[config.mk]
export PLATFORM = sky130hd
export DESIGN_NAME = imem_fetch_arbiter_flat
export DESIGN_NICKNAME = d
export VERILOG_FILES = /design/src/rtl/imem_fetch_arbiter_pkg.sv /design/src/rtl/imem_fetch_arbiter_if.sv /design/src/rtl/imem_fetch_arbiter_ld_counter.sv /design/src/rtl/imem_fetch_arbiter.sv /design/src/flat_wrapper.sv
export SDC_FILE = /design/constraint.sdc
export NUM_CORES = 1
export LEC_CHECK = 0
export CAP_MARGIN = 20
export CORE_MARGIN = 3
export CORE_UTILIZATION = 28
export CTS_BUF_LIST = sky130_fd_sc_hd__clkbuf_4 sky130_fd_sc_hd__clkbuf_8
export CTS_CLUSTER_SIZE = 20
export DETAILED_ROUTE_END_ITERATION = 8
export PLACE_DENSITY_LB_ADDON = 0.15
export RECOVER_POWER = 50
export SETUP_SLACK_MARGIN = 0.4
export SLEW_MARGIN = 0
export SYNTH_ARGS = -nofsm -noshare
export SYNTH_HDL_FRONTEND = slang
export SYNTH_SLANG_ARGS = --single-unit
[constraint.sdc]
create_clock -name clock -period 4.9 [get_ports clock]
set_input_delay 0.98 -clock clock [delete_from_list [all_inputs] [get_ports clock]]
set_output_delay 0.98 -clock clock [all_outputs]
set_load 0.03 [all_outputs]
[src/rtl/imem_fetch_arbiter_pkg.sv]
// rtl/imem_fetch_arbiter_pkg.sv - shared state encodings and instruction-memory constants
package cpu_defs;

  typedef enum logic [1:0] {
    RUN  = 2'd0,
    LOAD = 2'd1,
    EXIT = 2'd2
  } arb_state_t;

  localparam int          IMEM_ADDR_W = 14;
  localparam logic [31:0] NOP_INSTR   = 32'h0;

endpackage

[src/rtl/imem_fetch_arbiter_if.sv]
// rtl/imem_fetch_arbiter_if.sv - fetch, loader and RAM port bundle for the imem arbiter
interface imem_fetch_arbiter_if #(
  parameter int ADDR_W = 14,
  parameter int DATA_W = 32
);
  logic              fetch_req;
  logic [31:0]       fetch_addr;
  logic              fetch_ready;
  logic              fetch_valid;
  logic [DATA_W-1:0] fetch_data;
  logic              fetch_err;

  logic              ld_start;
  logic              ld_wen;
  logic [ADDR_W-1:0] ld_addr;
  logic [DATA_W-1:0] ld_data;
  logic              ld_done;
  logic [ADDR_W:0]   ld_count;

  logic              cpu_hold;
  logic              cpu_restart;

  logic              mem_en;
  logic              mem_we;
  logic [ADDR_W-1:0] mem_addr;
  logic [DATA_W-1:0] mem_wdata;
  logic [DATA_W-1:0] mem_rdata;

  modport slave (
    input  fetch_req, fetch_addr, ld_start, ld_wen, ld_addr, ld_data, ld_done, mem_rdata,
    output fetch_ready, fetch_valid, fetch_data, fetch_err, ld_count,
           cpu_hold, cpu_restart, mem_en, mem_we, mem_addr, mem_wdata
  );

  modport master (
    output fetch_req, fetch_addr, ld_start, ld_wen, ld_addr, ld_data, ld_done, mem_rdata,
    input  fetch_ready, fetch_valid, fetch_data, fetch_err, ld_count,
           cpu_hold, cpu_restart, mem_en, mem_we, mem_addr, mem_wdata
  );
endinterface

[src/rtl/imem_fetch_arbiter_ld_counter.sv]
// rtl/imem_fetch_arbiter_ld_counter.sv - saturating loader word counter with clear
module imem_ld_counter #(
  parameter int W = 15
) (
  input  logic         clock,
  input  logic         reset,
  input  logic         clear,
  input  logic         incr,
  output logic [W-1:0] count
);

  always_ff @(negedge clock or negedge reset) begin
    if (!reset) begin
      count <= '0;
    end else if (clear) begin
      count <= '0;
    end else if (incr && (count != '1)) begin
      count <= count + W'(1);
    end
  end

endmodule

[src/rtl/imem_fetch_arbiter.sv]
// rtl/imem_fetch_arbiter.sv - shares the instruction RAM between CPU fetch and the program loader
module imem_fetch_arbiter
  import cpu_defs::*;
#(
  parameter int                ADDR_W = IMEM_ADDR_W,
  parameter int                DATA_W = 32,
  parameter logic [DATA_W-1:0] NOP    = DATA_W'(NOP_INSTR)
) (
  input logic                 clock,
  input logic                 reset,
  imem_fetch_arbiter_if.slave bus
);

  arb_state_t        state;
  arb_state_t        state_nxt;
  logic              accept;
  logic              aligned;
  logic              cnt_clr;
  logic              cnt_inc;
  logic              rd_valid;
  logic              rd_err;
  logic [ADDR_W-1:0] fetch_word;
  logic              unused_pc_bits;

  // The PC is a byte address; bits above the RAM window are dropped so fetches wrap.
  assign fetch_word     = bus.fetch_addr[ADDR_W+1:2];
  assign aligned        = (bus.fetch_addr[1:0] == 2'b00);
  assign unused_pc_bits = ^bus.fetch_addr[31:ADDR_W+2];

  always_ff @(negedge clock or negedge reset) begin
    if (!reset) begin
      state <= RUN;
    end else begin
      state <= state_nxt;
    end
  end

  always_comb begin
    state_nxt    = state;
    accept       = 1'b0;
    cnt_clr      = 1'b0;
    cnt_inc      = 1'b0;
    bus.mem_en   = 1'b0;
    bus.mem_we   = 1'b0;
    bus.mem_addr = fetch_word;
    unique case (state)
      RUN: begin
        if (bus.ld_start) begin
          state_nxt = LOAD;
          cnt_clr   = 1'b1;
        end else if (bus.fetch_req) begin
          accept     = 1'b1;
          bus.mem_en = aligned;
        end
      end
      LOAD: begin
        if (bus.ld_wen) begin
          bus.mem_en   = 1'b1;
          bus.mem_we   = 1'b1;
          bus.mem_addr = bus.ld_addr;
          cnt_inc      = 1'b1;
        end
        if (bus.ld_done) begin
          state_nxt = EXIT;
        end
      end
      EXIT: state_nxt = RUN;
      default: state_nxt = RUN;
    endcase
  end

  // Response flags are registered; the data itself comes straight from the RAM's output register.
  always_ff @(negedge clock or negedge reset) begin
    if (!reset) begin
      rd_valid <= 1'b0;
      rd_err   <= 1'b0;
    end else begin
      rd_valid <= accept;
      rd_err   <= accept && !aligned;
    end
  end

  assign bus.fetch_ready = accept;
  assign bus.fetch_valid = rd_valid;
  assign bus.fetch_err   = rd_err;
  assign bus.fetch_data  = (rd_valid && !rd_err) ? bus.mem_rdata : NOP;
  assign bus.mem_wdata   = bus.ld_data;
  assign bus.cpu_hold    = (state != RUN);
  assign bus.cpu_restart = (state == EXIT);

  imem_ld_counter #(.W(ADDR_W + 1)) u_ld_counter (
    .clock (clock),
    .reset (reset),
    .clear (cnt_clr),
    .incr  (cnt_inc),
    .count (bus.ld_count)
  );

endmodule

[src/flat_wrapper.sv]
// flat-port wrapper written by rule: the top's interface ports become plain ports
module imem_fetch_arbiter_flat import cpu_defs::*;
#(
  parameter int                ADDR_W = IMEM_ADDR_W,
  parameter int                DATA_W = 32,
  parameter logic [DATA_W-1:0] NOP    = DATA_W'(NOP_INSTR)
)
  (clock, reset, bus_fetch_req, bus_fetch_addr, bus_ld_start, bus_ld_wen, bus_ld_addr, bus_ld_data, bus_ld_done, bus_mem_rdata, bus_fetch_ready, bus_fetch_valid, bus_fetch_data, bus_fetch_err, bus_ld_count, bus_cpu_hold, bus_cpu_restart, bus_mem_en, bus_mem_we, bus_mem_addr, bus_mem_wdata);
  imem_fetch_arbiter_if #(.ADDR_W(ADDR_W), .DATA_W(DATA_W)) bus_i ();
  input logic clock;
  input logic reset;
  input wire logic [$bits(bus_i.fetch_req)-1:0] bus_fetch_req;
  input wire logic [$bits(bus_i.fetch_addr)-1:0] bus_fetch_addr;
  input wire logic [$bits(bus_i.ld_start)-1:0] bus_ld_start;
  input wire logic [$bits(bus_i.ld_wen)-1:0] bus_ld_wen;
  input wire logic [$bits(bus_i.ld_addr)-1:0] bus_ld_addr;
  input wire logic [$bits(bus_i.ld_data)-1:0] bus_ld_data;
  input wire logic [$bits(bus_i.ld_done)-1:0] bus_ld_done;
  input wire logic [$bits(bus_i.mem_rdata)-1:0] bus_mem_rdata;
  output wire logic [$bits(bus_i.fetch_ready)-1:0] bus_fetch_ready;
  output wire logic [$bits(bus_i.fetch_valid)-1:0] bus_fetch_valid;
  output wire logic [$bits(bus_i.fetch_data)-1:0] bus_fetch_data;
  output wire logic [$bits(bus_i.fetch_err)-1:0] bus_fetch_err;
  output wire logic [$bits(bus_i.ld_count)-1:0] bus_ld_count;
  output wire logic [$bits(bus_i.cpu_hold)-1:0] bus_cpu_hold;
  output wire logic [$bits(bus_i.cpu_restart)-1:0] bus_cpu_restart;
  output wire logic [$bits(bus_i.mem_en)-1:0] bus_mem_en;
  output wire logic [$bits(bus_i.mem_we)-1:0] bus_mem_we;
  output wire logic [$bits(bus_i.mem_addr)-1:0] bus_mem_addr;
  output wire logic [$bits(bus_i.mem_wdata)-1:0] bus_mem_wdata;
  assign bus_i.fetch_req = bus_fetch_req;
  assign bus_i.fetch_addr = bus_fetch_addr;
  assign bus_i.ld_start = bus_ld_start;
  assign bus_i.ld_wen = bus_ld_wen;
  assign bus_i.ld_addr = bus_ld_addr;
  assign bus_i.ld_data = bus_ld_data;
  assign bus_i.ld_done = bus_ld_done;
  assign bus_i.mem_rdata = bus_mem_rdata;
  assign bus_fetch_ready = bus_i.fetch_ready;
  assign bus_fetch_valid = bus_i.fetch_valid;
  assign bus_fetch_data = bus_i.fetch_data;
  assign bus_fetch_err = bus_i.fetch_err;
  assign bus_ld_count = bus_i.ld_count;
  assign bus_cpu_hold = bus_i.cpu_hold;
  assign bus_cpu_restart = bus_i.cpu_restart;
  assign bus_mem_en = bus_i.mem_en;
  assign bus_mem_we = bus_i.mem_we;
  assign bus_mem_addr = bus_i.mem_addr;
  assign bus_mem_wdata = bus_i.mem_wdata;
  imem_fetch_arbiter #(.ADDR_W(ADDR_W), .DATA_W(DATA_W), .NOP(NOP)) u_core (.clock(clock), .reset(reset), .bus(bus_i));
endmodule
-- Yosys cells after proc, flatten, opt, wreduce, memory -nomap -nowiden
Index checks and enable logic that the tools add are counted.
W data, S select, Z words.
- flip-flop bits (word level): 19
- latch bits: 0
- bits in writable memories: 0
- ROM bits: 0
- input port bits: 116
- logic and storage cells: 38
- memories kept: 0
- add/sub/neg operators: 1
- $mul: 0
- divide/modulo/power cells: 0
- $lt $le $gt $ge: 0
- equal/unequal tests: 5
- shift-type cells: 0
- muxes and demuxes: 18
- bitwise operators: 0
- reduce and logical (&&, ||, !) cells: 10
- operator list (operator ; count):
    $mux W32 ; 1
    $mux W15 ; 2
    $mux W14 ; 2
    $add A15 B1 Y15 const B ; 1
    $ne A15 B15 Y1 const B ; 1
    $mux W1 ; 9
    $logic_not A2 Y1 ; 2
    $mux W2 ; 2
    $ne A2 B2 Y1 const B ; 2
    $pmux W2 S2 ; 1
    $reduce_bool A2 Y1 ; 2
    $logic_and A1 B1 Y1 ; 3
    $eq A2 B1 Y1 const B ; 1
    $eq A2 B2 Y1 const B ; 1
    $logic_not A1 Y1 ; 2
    $pmux W1 S2 ; 1
    $reduce_and A2 Y1 ; 1

-- Logic depth before layout (Yosys ltp)
Gate-level depths: netlist of the first run.
- depth in word-level cells: 5
- depth in mapped cells: 6

-- Cells and area by module
A second synthesis of the first run with hierarchy kept.
- cells, all modules: 193
- area total of the unflattened synthesis: 1725.4 um2
- by module, submodules not included (module ; times used ; cells an instance ; area an instance (um2) ; sequential area each (um2)):
    imem_ld_counter ; 1 ; 92 ; 884.6 ; 375.4
    imem_fetch_arbiter ; 1 ; 101 ; 840.8 ; 100.1

==> results.json, run 1 <==
{
  "status": "complete, but fails checks",
  "violations": "setup timing",
  "final_nets": 471,
  "startpoint_type": "flop",
  "antenna_cells": 0,
  "ant_nets": 0,
  "hold-worst-slack_ns": 0.4416,
  "min_from": "u_core.u_ld_counter.count[6]$_DFFE_NN0P_",
  "cp.arrival_ns": 3.96,
  "p_int_mw": 0.6228,
  "utilization_pct": 64.78,
  "synth_cells": 220,
  "post_drt_wl_per_cell_um": 19.12,
  "num_rows": 27,
  "cts_root_buf": "clkbuf_8",
  "place_area_um2": 3069,
  "setup_viol": 3,
  "final_cell_area_um2": 3655,
  "power_frac_comb_pct": 70.8,
  "pwr-share-clk_pct": 10.9,
  "hold_path_class": "flop to flop",
  "max_cap_violations": 0,
  "min_path_cells": 1,
  "max_stage_delay_ns": 0.40,
  "die-area_um2": 6971,
  "cts_max_level": 1,
  "port-buffer-count": 135,
  "dr.pass1.iters": 4,
  "crit_chain": "buf_6 -> nor2_2 -> nand3b_1 -> o31ai_4 -> buf_6",
  "hold_buffers": 0,
  "synth_edf_count": 0,
  "place_congestion": 0.8266,
  "via_per_inst": 4.927,
  "cts_made_buffers": 3,
  "synth_ff_type": "dfrtn_1",
  "vias": 2094,
  "rrSetupSlack_ns": 2.77,
  "end_kind": "output pin",
  "fp.dieW_um": 83.50,
  "slowest_stage": "dfrtn_1",
  "switching_power_mw": 0.4562,
  "slew_headroom_pct": 27.94,
  "synth_cell_type_count": 40,
  "clk_pin_slew_ns": 0.05,
  "drt_iter0_markers": 46,
  "cts_tree": "built",
  "worst_ep_required_time_ns": 3.92,
  "grt_pass1_wl_um": 12190,
  "antenna_found_initial": 0,
  "clk_latency_ns": 0.27,
  "yosys_warnings": 0,
  "ir_drop_v": 0.0002173,
  "syn_to_final_growth_pct": 117.3,
  "synth-async-reset-ratio_pct": 100.0,
  "synthesis.area_um2": 1682,
  "swShare_pct": 42.28,
  "yosysSeqAreaShare_pct": 28.27,
  "routed_wl_um": 8128,
  "cp_max_fo": 4,
  "worst_clock_skew_ns": 0.001603,
  "finalHoldViolations": 0,
  "synth_fp_nets": 337,
  "criticalPathCategory": "flop to output pin",
  "cts.sinks": 19,
  "tightest_slew_ns": 1.081,
  "pwr-share-seq_pct": 18.3,
  "rr_endpoint": "u_core.u_ld_counter.count[9]$_DFFE_NN0P_",
  "fp.dieH_um": 83.50,
  "num-fill-cells": 467,
  "synth-seq-cells": 19,
  "avgSynthCellArea_um2": 7.644,
  "power.density_nw_per_um2": 295.2,
  "pin_count": 216,
  "grt_usage_pct": 22.01,
  "grt_pass1_vias": 2058,
  "hpwl_um": 6064,
  "layout-drive-gt1-share_pct": 52.97,
  "min_to": "u_core.u_ld_counter.count[6]$_DFFE_NN0P_",
  "maxSlewViolCount": 0,
  "worst_slack_ns": -0.04001,
  "tns_ns": -0.06808,
  "grt-ovfl-total": 0,
  "drc": 0,
  "grt_max_degree": 20,
  "reg2reg_from": "u_core.u_ld_counter.count[0]$_DFFE_NN0P_",
  "cellLeakagePower_nw": 1.695,
  "rsz0062_at_grt": "yes",
  "core_area_um2": 5642,
  "start_util_pct": 29.81,
  "clk_path_buf_depth": 2,
  "crit_top_cell": "buf_6",
  "r2r_cells": 5
}
-- worst max-delay path, delay by kind of cell (launching register included) --
kind | cells | cell delay (ns)
flops | 1 | 0.40
buf+inv | 2 | 0.32
compound gates | 1 | 0.23
simple gates | 2 | 0.28
-- cells in the mapped netlist, drive strengths merged, types with 3 or more instances --
cell     n  share of area (%)
clkbuf   6                1.3
nand3    6                1.8
nor4     4                1.5
nor2b    3                1.1
a221o    6                3.6
nand2   49                 11
dfrtn   19                 28
buf     35                 15
o31ai    3                1.3
inv      5                1.1
o21ai    4                1.2
nor3     4                1.2
a31oi    4                1.5
and2    35                 13
nand4    3                2.4
nor2    12                2.7
-- worst max-delay path by stage --
stage                                                 from                                        to  slack [ns]  depth (start not counted)
after floorplan           u_core.bus.fetch_valid$_DFF_NN0_                        bus_fetch_data[10]        0.32                          3
after global placement                          bus_ld_wen  u_core.u_ld_counter.count[6]$_DFFE_NN0P_      -0.006                          5
after detailed placement                        bus_ld_wen  u_core.u_ld_counter.count[6]$_DFFE_NN0P_       -0.02                          5
after CTS                      u_core.state[0]$_DFFE_NN0P_                           bus_mem_addr[2]       -0.04                          6
after global routing           u_core.state[0]$_DFFE_NN0P_                                bus_mem_en       -0.12                          5
final                          u_core.state[0]$_DFFE_NN0P_                                bus_mem_en       -0.04                          5
-- routing by layer --
layer / wire length (µm) / part of all wire (%) / up-vias / GRT usage (%)
li1: - / - / 980 / -
met5: 0 / 0 / - / 0
met2: 4480 / 55 / 106 / 42.64
met1: 2735 / 34 / 994 / 22.16
met4: 257 / 3.2 / 0 / 7.895
met3: 655 / 8.1 / 14 / 6.219
-- flip-flops by register name, summed over array words and instances (netlist names) --
register / cells
u_core.u_ld_counter.count: 15
u_core.state: 2
u_core.bus.fetch_err: 1
u_core.bus.fetch_valid: 1
-- timing repair --
action	4_1_cts	5_1_grt
gates resized for setup	158	20
setup endpoints to repair	77	63
pin swaps	26	20
cloned	3	1
setup buffers	10	6
-- cell usage in the layout, fill, tap and decap left out, types with 3 or more instances in the layout --
cell / instances
and2_4: 32
nand2_1: 16
buf_6: 53
buf_16: 3
nor4_1: 4
clkdlybuf4s15_2: 5
clkbuf_8: 3
nor3_1: 3
nand3_1: 6
a221o_1: 6
clkdlybuf4s50_1: 64
buf_4: 23
nor2_1: 10
nand2_4: 19
a31oi_1: 4
clkbuf_2: 3
dfrtn_1: 19
buf_2: 7
nand2_2: 14
buf_12: 5
inv_1: 3
o21ai_0: 4
-- logic make-up (layout without fill, tap and decap cells) --
logic type      after synthesis  after routing  share of synthesized area (%)
buf+inv                      46            179                          17.56
flops                        19             19                          28.27
fa+ha+maj                     1              1                         0.7439
simple gates                128            128                          40.77
mux                           3              3                          1.860
compound gates               23             23                          10.79
-- through the flow --
stage / power, mW / instances / setup WS, ns
floorplan: 0.6109 / 220 / 0.3183
detailed placement: 0.7831 / 401 / -0.01683
finish: 1.079 / 425 / -0.04001
CTS: 1.047 / 418 / -0.03748
global placement: 0.7785 / 401 / -0.005984
global route: 1.134 / 425 / -0.1217
-- layout make-up --
cell class / instances / area, µm² / area share [%]
Tap cell: 72 / 90.09 / 2.465
Timing Repair Buffer: 170 / 1787 / 48.89
Inverter: 5 / 23.77 / 0.6505
Clock buffer: 4 / 48.80 / 1.335
Multi-Input combinational cell: 155 / 1230 / 33.65
Sequential cell: 19 / 475.5 / 13.01
-- power by group through the flow --
| stage | sequential [mW] | combinational, mW | clock, mW |
|---|---|---|---|
| floorplan | 0.231 | 0.380 | 0 |
| global placement | 0.202 | 0.577 | 0 |
| detailed placement | 0.202 | 0.581 | 0 |
| CTS | 0.200 | 0.725 | 0.122 |
| global route | 0.200 | 0.805 | 0.129 |
| finish | 0.198 | 0.764 | 0.117 |
(Power assumes the default switching activity.)
==> run 2, diff against run 1 <==
REMOVE_ABC_BUFFERS = 1   (was not set)
==> results.json, run 2 (same netlist as run 1, synthesis figures left out) <==
{
  "drt-met1-wl_um": 2764,
  "cts_made_buffers": 3,
  "port-buffer-count": 135,
  "fp.dieW_um": 83.50,
  "cp_max_fo": 7,
  "final_nets": 462,
  "startpoint": "u_core.state[0]$_DFFE_NN0P_",
  "dr.pass1.iters": 4,
  "regMostFlops": "u_core.u_ld_counter.count",
  "cp.arrival_ns": 3.95,
  "cts.sinks": 19,
  "start_util_pct": 29.81,
  "syn_to_final_growth_pct": 104.0,
  "reg2reg_from": "u_core.u_ld_counter.count[0]$_DFFE_NN0P_",
  "cellLeakagePower_nw": 1.616,
  "pin_count": 216,
  "multi_input_area_um2": 1180,
  "end_kind": "output pin",
  "hold_buffers": 0,
  "top_layer": "met4",
  "status": "complete, but fails checks",
  "min_from": "u_core.u_ld_counter.count[6]$_DFFE_NN0P_",
  "violations": "setup timing",
  "rsz0062_at_grt": "yes",
  "power_mw": 1.005,
  "worst_slack_ns": -0.02823,
  "num-fill-cells": 496,
  "criticalPathCategory": "flop to output pin",
  "die-area_um2": 6971,
  "ir_drop_v": 0.0002050,
  "utilization_pct": 60.81,
  "ant_nets": 0,
  "vias": 2129,
  "routed_wl_um": 11000,
  "layout_commonest_cell": "clkdlybuf4s50_1",
  "grt_usage_pct": 29.90,
  "cts_max_level": 1,
  "setup_viol": 14,
  "final-seq-area_um2": 475.5,
  "wl_met3_um": 1538,
  "wl_met2_um": 6375,
  "drc": 0,
  "worst_ep_required_time_ns": 3.92,
  "grt_max_degree": 20,
  "grt_pass1_vias": 2052,
  "largestRegisters": "u_core.u_ld_counter.count (15), u_core.state (2)",
  "finalHoldViolations": 0,
  "hpwl_um": 8796,
  "via_per_inst": 5.118,
  "grt-ovfl-total": 0,
  "core_area_um2": 5642,
  "antenna_cells": 0,
  "tightest_slew_ns": 1.101,
  "clk_latency_ns": 0.28,
  "startpoint_type": "flop",
  "place_congestion": 0.8777,
  "max_cap_violations": 0,
  "mostFrequentLayoutCells": "clkdlybuf4s50_1, buf_6, and2_4, nand2_1, dfrtn_1",
  "worst_clock_skew_ns": 0.006121,
  "dp.cells": 399,
  "slew_headroom_pct": 26.60,
  "grt_pass1_wl_um": 14900,
  "cts_root_buf": "clkbuf_8",
  "instances_no_fill": 416,
  "clk_pin_slew_ns": 0.05,
  "cts_tree": "built",
  "post_drt_wl_per_cell_um": 26.45,
  "hold_path_class": "flop to flop",
  "antenna_found_initial": 0,
  "fp.dieH_um": 83.50,
  "clk_path_buf_depth": 2,
  "drt_iter0_markers": 95,
  "num_rows": 27,
  "largest_reg_flops": 15,
  "layout-drive-gt1-share_pct": 50.00,
  "power.density_nw_per_um2": 292.8,
  "hold-worst-slack_ns": 0.4470,
  "maxSlewViolCount": 0
}
## run 2: worst max-delay path, stage by stage (launching register included)
cell	delay [ns]
dfrtn_1	0.52
nand3b_4	0.14
buf_8	0.16
buf_12	0.15
nand2_4	0.07
nand2_4	0.05
buf_6	0.13
## run 2: timing repair
item / in CTS / in global routing
pin swaps: 45 / 20
cloned: 4 / 0
hold endpoints to repair: 0 / 0
endpoints found under the setup margin: 82 / 64
resized for setup: 207 / 32
setup buffers: 7 / 2
## run 2: layout make-up
cell class	instances	area share, %
clock buffers	3	1.204
clock inverters	1	0.1459
inverters	5	0.6200
multi-input cells	155	34.39
flip-flops and latches	19	13.86
well taps	72	2.626
repair buffers	161	47.16
## run 2: path summary, 6_finish.rpt
path,end,slack (ns),cells after the start
worst min-delay path,u_core.u_ld_counter.count[6]$_DFFE_NN0P_,0.45,1
worst min register to register,u_core.u_ld_counter.count[6]$_DFFE_NN0P_,0.45,1
min in group asynchronous,u_core.u_ld_counter.count[2]$_DFFE_NN0P_,3.75,2
max in group asynchronous,u_core.bus.fetch_valid$_DFF_NN0_,0.46,2
worst max-delay path,bus_mem_addr[7],-0.03,6
worst max register to register,u_core.u_ld_counter.count[11]$_DFFE_NN0P_,2.59,6
## run 2: power breakdown
group | switching [mW] | internal (mW) | total [mW]
Clock | 0.0578 | 0.0568 | 0.115
Combinational | 0.365 | 0.326 | 0.692
Sequential | 0.0204 | 0.178 | 0.198
## run 2: routing by layer
layer / global-route usage (%) / vias to the layer above
li1: - / 962
met1: 21.53 / 985
met2: 61.37 / 165
met3: 19.64 / 17
met4: 8.041 / 0
met5: 0 / -
## run 2: metrics by stage
step / setup TNS [ns] / setup WS, ns / cell area (µm²)
floorplan: -13.81 / -0.3241 / 1405
global placement: -0.01356 / -0.01356 / 2821
detailed placement: -0.03727 / -0.03727 / 2821
CTS: -0.007605 / -0.007605 / 3344
global route: -0.8938 / -0.08089 / 3431
finish: -0.1818 / -0.02823 / 3431
==> run 3, diff against run 2 <==
CAP_MARGIN = not set   (was 20)
==> results of run 3 <==
Final layout, timing and power as in run 2 (identical DEF).
